===== src/rtl/addsub_pipe_n_bit.sv =====
// addsub_pipe_n_bit
// Pipelined two's-complement add/subtract unit. The carry chain is cut into
// num_stages equal slices and one slice is resolved per clock. Each beat
// carries its resolved low result slices and its still-unprocessed high
// operand slices forward. The result and flags are registered in the final
// stage, so they appear without an extra cycle.
//
// Ports:
//   clk, rst          rising-edge clock, synchronous active-high reset
//   in_valid/in_ready operand handshake (in_ready depends only on output side)
//   op                00 ADD R2+R3, 01 SUB R2-R3, 10 RSUB R3-R2, 11 NEG 0-R3
//   R2, R3            operands A and B
//   out_valid/out_ready result handshake
//   SUB_out           result (modulo 2^word_size)
//   c_out             carry out of MSB (1 = no borrow for subtract forms)
//   overflow          signed overflow
//   zero, negative    result == 0, result MSB
module addsub_pipe_n_bit #(
  parameter int word_size  = 32,
  parameter int num_stages = 4
) (
  input  logic                 clk,
  input  logic                 rst,
  input  logic                 in_valid,
  output logic                 in_ready,
  input  logic [1:0]           op,
  input  logic [word_size-1:0] R2,
  input  logic [word_size-1:0] R3,
  output logic                 out_valid,
  input  logic                 out_ready,
  output logic [word_size-1:0] SUB_out,
  output logic                 c_out,
  output logic                 overflow,
  output logic                 zero,
  output logic                 negative
);

  localparam int slice_w = word_size / num_stages;

  if (num_stages < 1 || num_stages > word_size || (word_size % num_stages) != 0)
  begin : g_param_check
    $error("addsub_pipe_n_bit: num_stages must be in 1..word_size and divide word_size");
  end

  typedef enum logic [1:0] {
    op_add  = 2'b00,
    op_sub  = 2'b01,
    op_rsub = 2'b10,
    op_neg  = 2'b11
  } op_e;

  logic                 adv;
  logic                 accept;
  logic [word_size-1:0] x0;
  logic [word_size-1:0] y0;
  logic                 cin0;

  // Whole pipeline moves or holds as one; a stalled output freezes every stage.
  assign adv      = !out_valid || out_ready;
  assign in_ready = adv;
  assign accept   = in_valid && adv;

  // Every operation is reduced to X + Y + cin.
  always_comb begin
    x0   = R2;
    y0   = R3;
    cin0 = 1'b0;
    case (op_e'(op))
      op_add: begin
        x0   = R2;
        y0   = R3;
        cin0 = 1'b0;
      end
      op_sub: begin
        x0   = R2;
        y0   = ~R3;
        cin0 = 1'b1;
      end
      op_rsub: begin
        x0   = R3;
        y0   = ~R2;
        cin0 = 1'b1;
      end
      op_neg: begin
        x0   = '0;
        y0   = ~R3;
        cin0 = 1'b1;
      end
      default: begin
        x0   = R2;
        y0   = R3;
        cin0 = 1'b0;
      end
    endcase
  end

  for (genvar k = 0; k < num_stages; k++) begin : g_stage
    // in_w: operand bits still pending when the beat enters stage k.
    // out_w: result bits resolved once stage k has registered.
    localparam int in_w  = word_size - k * slice_w;
    localparam int out_w = (k + 1) * slice_w;

    logic [in_w-1:0]    x_i;
    logic [in_w-1:0]    y_i;
    logic               c_i;
    logic               v_i;
    logic [slice_w:0]   slice_sum;
    logic [out_w-1:0]   res_d;
    logic [out_w-1:0]   res_q;
    logic               c_q;
    logic               v_q;

    if (k == 0) begin : g_head
      assign x_i   = x0;
      assign y_i   = y0;
      assign c_i   = cin0;
      assign v_i   = accept;
      assign res_d = slice_sum[slice_w-1:0];
    end else begin : g_body
      assign x_i   = g_stage[k-1].g_fwd.x_q;
      assign y_i   = g_stage[k-1].g_fwd.y_q;
      assign c_i   = g_stage[k-1].c_q;
      assign v_i   = g_stage[k-1].v_q;
      assign res_d = {slice_sum[slice_w-1:0], g_stage[k-1].res_q};
    end

    assign slice_sum = {1'b0, x_i[slice_w-1:0]} + {1'b0, y_i[slice_w-1:0]}
                     + {{slice_w{1'b0}}, c_i};

    // Data registers load only for valid beats so bubbles leave the last
    // delivered result on the outputs.
    always_ff @(posedge clk) begin
      if (rst) begin
        v_q   <= 1'b0;
        res_q <= '0;
        c_q   <= 1'b0;
      end else if (adv) begin
        v_q <= v_i;
        if (v_i) begin
          res_q <= res_d;
          c_q   <= slice_sum[slice_w];
        end
      end
    end

    if (k < num_stages - 1) begin : g_fwd
      logic [in_w-slice_w-1:0] x_q;
      logic [in_w-slice_w-1:0] y_q;

      always_ff @(posedge clk) begin
        if (rst) begin
          x_q <= '0;
          y_q <= '0;
        end else if (adv && v_i) begin
          x_q <= x_i[in_w-1:slice_w];
          y_q <= y_i[in_w-1:slice_w];
        end
      end
    end else begin : g_last
      logic msb_cin;
      logic ovf_q;
      logic zero_q;
      logic neg_q;

      // Carry into the MSB recovered from the MSB sum bit: s = x ^ y ^ cin.
      assign msb_cin = x_i[in_w-1] ^ y_i[in_w-1] ^ slice_sum[slice_w-1];

      always_ff @(posedge clk) begin
        if (rst) begin
          ovf_q  <= 1'b0;
          zero_q <= 1'b0;
          neg_q  <= 1'b0;
        end else if (adv && v_i) begin
          ovf_q  <= msb_cin ^ slice_sum[slice_w];
          zero_q <= (res_d == '0);
          neg_q  <= res_d[word_size-1];
        end
      end
    end
  end

  assign out_valid = g_stage[num_stages-1].v_q;
  assign SUB_out   = g_stage[num_stages-1].res_q;
  assign c_out     = g_stage[num_stages-1].c_q;
  assign overflow  = g_stage[num_stages-1].g_last.ovf_q;
  assign zero      = g_stage[num_stages-1].g_last.zero_q;
  assign negative  = g_stage[num_stages-1].g_last.neg_q;

endmodule

===== config.mk =====
export PLATFORM = sky130hd
export DESIGN_NAME = addsub_pipe_n_bit
export DESIGN_NICKNAME = d
export VERILOG_FILES = /design/src/rtl/addsub_pipe_n_bit.sv
export SDC_FILE = /design/constraint.sdc
export NUM_CORES = 1
export LEC_CHECK = 0
export BUFFER_PORTS_ARGS = -buffer_cell sky130_fd_sc_hd__buf_2
export CORE_MARGIN = 2
export CORE_UTILIZATION = 40
export CTS_CLUSTER_DIAMETER = 50
export DETAILED_ROUTE_END_ITERATION = 10
export PLACE_DENSITY_LB_ADDON = 0.15
export SLEW_MARGIN = 20
export SYNTH_ARGS = -nofsm -noshare
export SYNTH_HDL_FRONTEND = slang
export SYNTH_SLANG_ARGS = --single-unit
export TNS_END_PERCENT = 5

===== constraint.sdc =====
create_clock -name clk -period 3.6 [get_ports clk]
set_clock_uncertainty 0.1 [all_clocks]
set_input_delay 0.72 -clock clk [delete_from_list [all_inputs] [get_ports clk]]
set_output_delay 0.72 -clock clk [all_outputs]
set_load 0.02 [all_outputs]

==> flow_metrics.tcl <==
set metrics [dict create \
    max_freq_mhz 353 \
    crit_arrival_ps 3100 \
    yosys.area.top_type "dfxtp_1" \
    met3_length_um 976 \
    track_usage 0.181 \
    synth_top_cell_area_share 0.429 \
    routed_wl_um 20400 \
    routabilityCongestion 0.830 \
    drv_cap 0 \
    ys_seq_area_frac 0.429 \
    synth_nets 1197 \
    critPathMaxFanout 31 \
    initial_core_util 0.410 \
    status "finished, final reports clean" \
    netlist_area_um2 8670 \
    power-per-cell-area_nw_per_um2 460 \
    dp_cells 1412 \
    worst_slew_pin_slew_ps 751 \
    ys.flop_type "dfxtp_1" \
    fill_cells 2139 \
    critical_path_class "in2reg" \
    reg2reg_to "zero" \
    core_um2 21200 \
    dieHeight_um 151 \
    reg2reg_depth 8 \
    synth-edff-count 0 \
    clk_pin_slew_ps 70 \
    synthCells 1091 \
    grt_pass1_vias 6636 \
    period_share 0.786 \
    ff_latch_area_um2 3720 \
    power_leakage_uw 0.00405 \
    synth_cell_types 51 \
    fin_nets 1262 \
    top_layer "met4" \
    grt-ovfl-total 0 \
    dp_hpwl_um 14400 \
    dieArea_um2 22900 \
    crit_start "op[1]" \
    rrSetupSlack_ps 1220 \
    cts_hold_buf 0 \
    viasPerCell 5.10 \
    io_pins 108 \
    cts.sinks 186 \
    grt_pass1_wl_um 33400 \
    met2_length_um 7990 \
    setup_viol 0 \
    crit_required_ps 3870 \
    ys_ff_latch 186 \
    antenna_left 0 \
    synth_area_leaders "dfxtp_1, nand2_1, a21oi_1, mux2i_1, ha_1" \
    cts_buffer_depth 2 \
    die_w_um 151 \
    drt-met1-wl_um 11200 \
    ys_warn_count 0 \
    dr.pass1.iters 6 \
    drcViolationCount 0 \
    avgSynthCellArea_um2 7.95 \
    multi_input_area_um2 4510 \
    cp-start-kind "input pin" \
    period_minus_slack_ps 2830 \
    peakVddDrop_mv 0.266 \
    tns_ps 0 \
    rsz0062_at_grt "false" \
    grt_max_degree 72 \
    timing.slew.headroom 0.500 \
    numCtsBuffers 17 \
    layoutNonFillerInstCount 1444 \
    port_buffers 107 \
    rows 53 \
    setup_slack_ps 769 \
    antenna_cells 0 \
    power_uw 4560 \
    min_path_type "reg2reg" \
    drtIter0Drc 362 \
    cts_setup_buffers 0 \
    wl_per_cell_um 14.1 \
    post_cts_resized 0 \
    synth-async-reset-ratio 0 \
    endpoint_kind "register" \
    slew_violations 0 \
    finalHoldViolCount 0 \
    ctsRootBufferMaster "clkbuf_16" \
    h-tree-depth 4 \
    via_count 7360 \
    drive_gt1_frac 0.143 \
    synthToLayoutAreaGrowth_pct 14.2 \
    cp-endpoint "g_stage[0].res_q[6]" \
    antenna_found_initial 0 \
    clk_latency_ps 430 \
    cts_tree "yes" \
    dpl_worst_slack_ps 334 \
    worst_r2r_startpoint "g_stage[2].g_fwd.x_q[0]" \
]
-- sequential cells by signal, indices dropped and copies added (netlist names) --
register	flops
SUB_out	32
c_out	1
g_stage.c_q	3
g_stage.g_fwd.x_q	48
g_stage.g_fwd.y_q	48
g_stage.res_q	48
g_stage.v_q	3
out_valid	1
overflow	1
zero	1
-- cell families (layout without fill, tap and decap cells) --
family                   after synthesis  in the layout  share of synthesized area
AND/OR/NAND/NOR                      466            466                      0.225
AO/OA/AOI/OAI                        256            256                      0.183
flip-flops                           186            186                      0.429
buffers and inverters                100            178                     0.0506
adder cells (fa/ha/maj)               36             36                     0.0589
multiplexers                          36             36                     0.0416
XOR/XNOR                              11             11                     0.0111
-- cells in the final DEF (no fill, tap or decap), types with 19 or more instances in the layout --
master and instances:
nand2_1 260, buf_2 106, o21ai_0 40, dfxtp_1 186, ha_1 28, a221oi_1 25
mux2i_1 36, inv_1 19, nand3_1 22, a21oi_1 119, nor3_1 58, nor2_1 92
-- cell type report --
type,instances,share of cell area
Tap cell,275,0.0347
Multi-Input combinational cell,805,0.455
Clock inverter,13,0.0134
Sequential cell,186,0.376
Timing Repair Buffer,124,0.0685
Inverter,22,0.00834
Clock buffer,19,0.0437
-- worst min path at each step --
stage,slack [ps],cells past startpoint,to,start
global route,370,2,g_stage[1].res_q[12],g_stage[1].res_q[12]
global placement,340,2,SUB_out[8],SUB_out[8]
CTS,350,2,g_stage[1].g_fwd.y_q[1],g_stage[0].g_fwd.y_q[9]
finish,350,2,SUB_out[28],SUB_out[28]
detailed placement,340,2,SUB_out[6],SUB_out[6]
floorplan,330,2,g_stage[1].res_q[5],g_stage[0].res_q[5]
-- metrics by stage --
stage / util / hold WS [ps] / area [µm²]
floorplan: - / 332 / 8670
global placement: 0.441 / 340 / 9340
detailed placement: 0.441 / 345 / 9340
CTS: 0.468 / 354 / 9900
global route: 0.468 / 369 / 9900
finish: 0.468 / 352 / 9900
-- worst max-delay path, stage by stage --
cell	delay, ps
buf_2	120
inv_2	210
nor2_2	60
buf_4	250
nand2_1	100
o21ai_0	170
fa_1	490
a21o_1	170
a21o_1	210
a211oi_1	300
o2111ai_1	160
nand3_1	120
-- power by group --
group          leakage, µW  switching, µW  internal [µW]
logic              0.00227            328            216
clock network     0.000269            845            974
registers          0.00152           50.1           2140
total              0.00405           1220           3330
-- cell usage after synthesis, drive strengths merged (2+ instances only) --
| cell type | number |
|---|---|
| xor2 | 8 |
| o21a | 12 |
| xnor2 | 3 |
| clkbuf | 33 |
| nand3b | 3 |
| ha | 28 |
| mux2i | 36 |
| o31ai | 2 |
| nor3 | 58 |
| o41ai | 3 |
| a21o | 13 |
| or3 | 6 |
| a31oi | 2 |
| inv | 21 |
| fa | 8 |
| nor2b | 5 |
| nor2 | 93 |
| nand3 | 22 |
| buf | 45 |
| nor4 | 6 |
| a221oi | 25 |
| o2111ai | 5 |
| dfxtp | 186 |
| and2 | 4 |
| o31a | 3 |
| o21ai | 41 |
| or2 | 3 |
| a21oi | 120 |
| nand2 | 262 |
| a211oi | 16 |
| o211ai | 6 |
| a22o | 3 |
-- layer usage --
layer / vias to the layer above / GRT usage
met1: 3288 / 0.290
met2: 164 / 0.245
met3: 15 / 0.0316
met4: 0 / 0.0495
met5: - / 0
li1: 3893 / -
(Power assumes the default switching activity.)
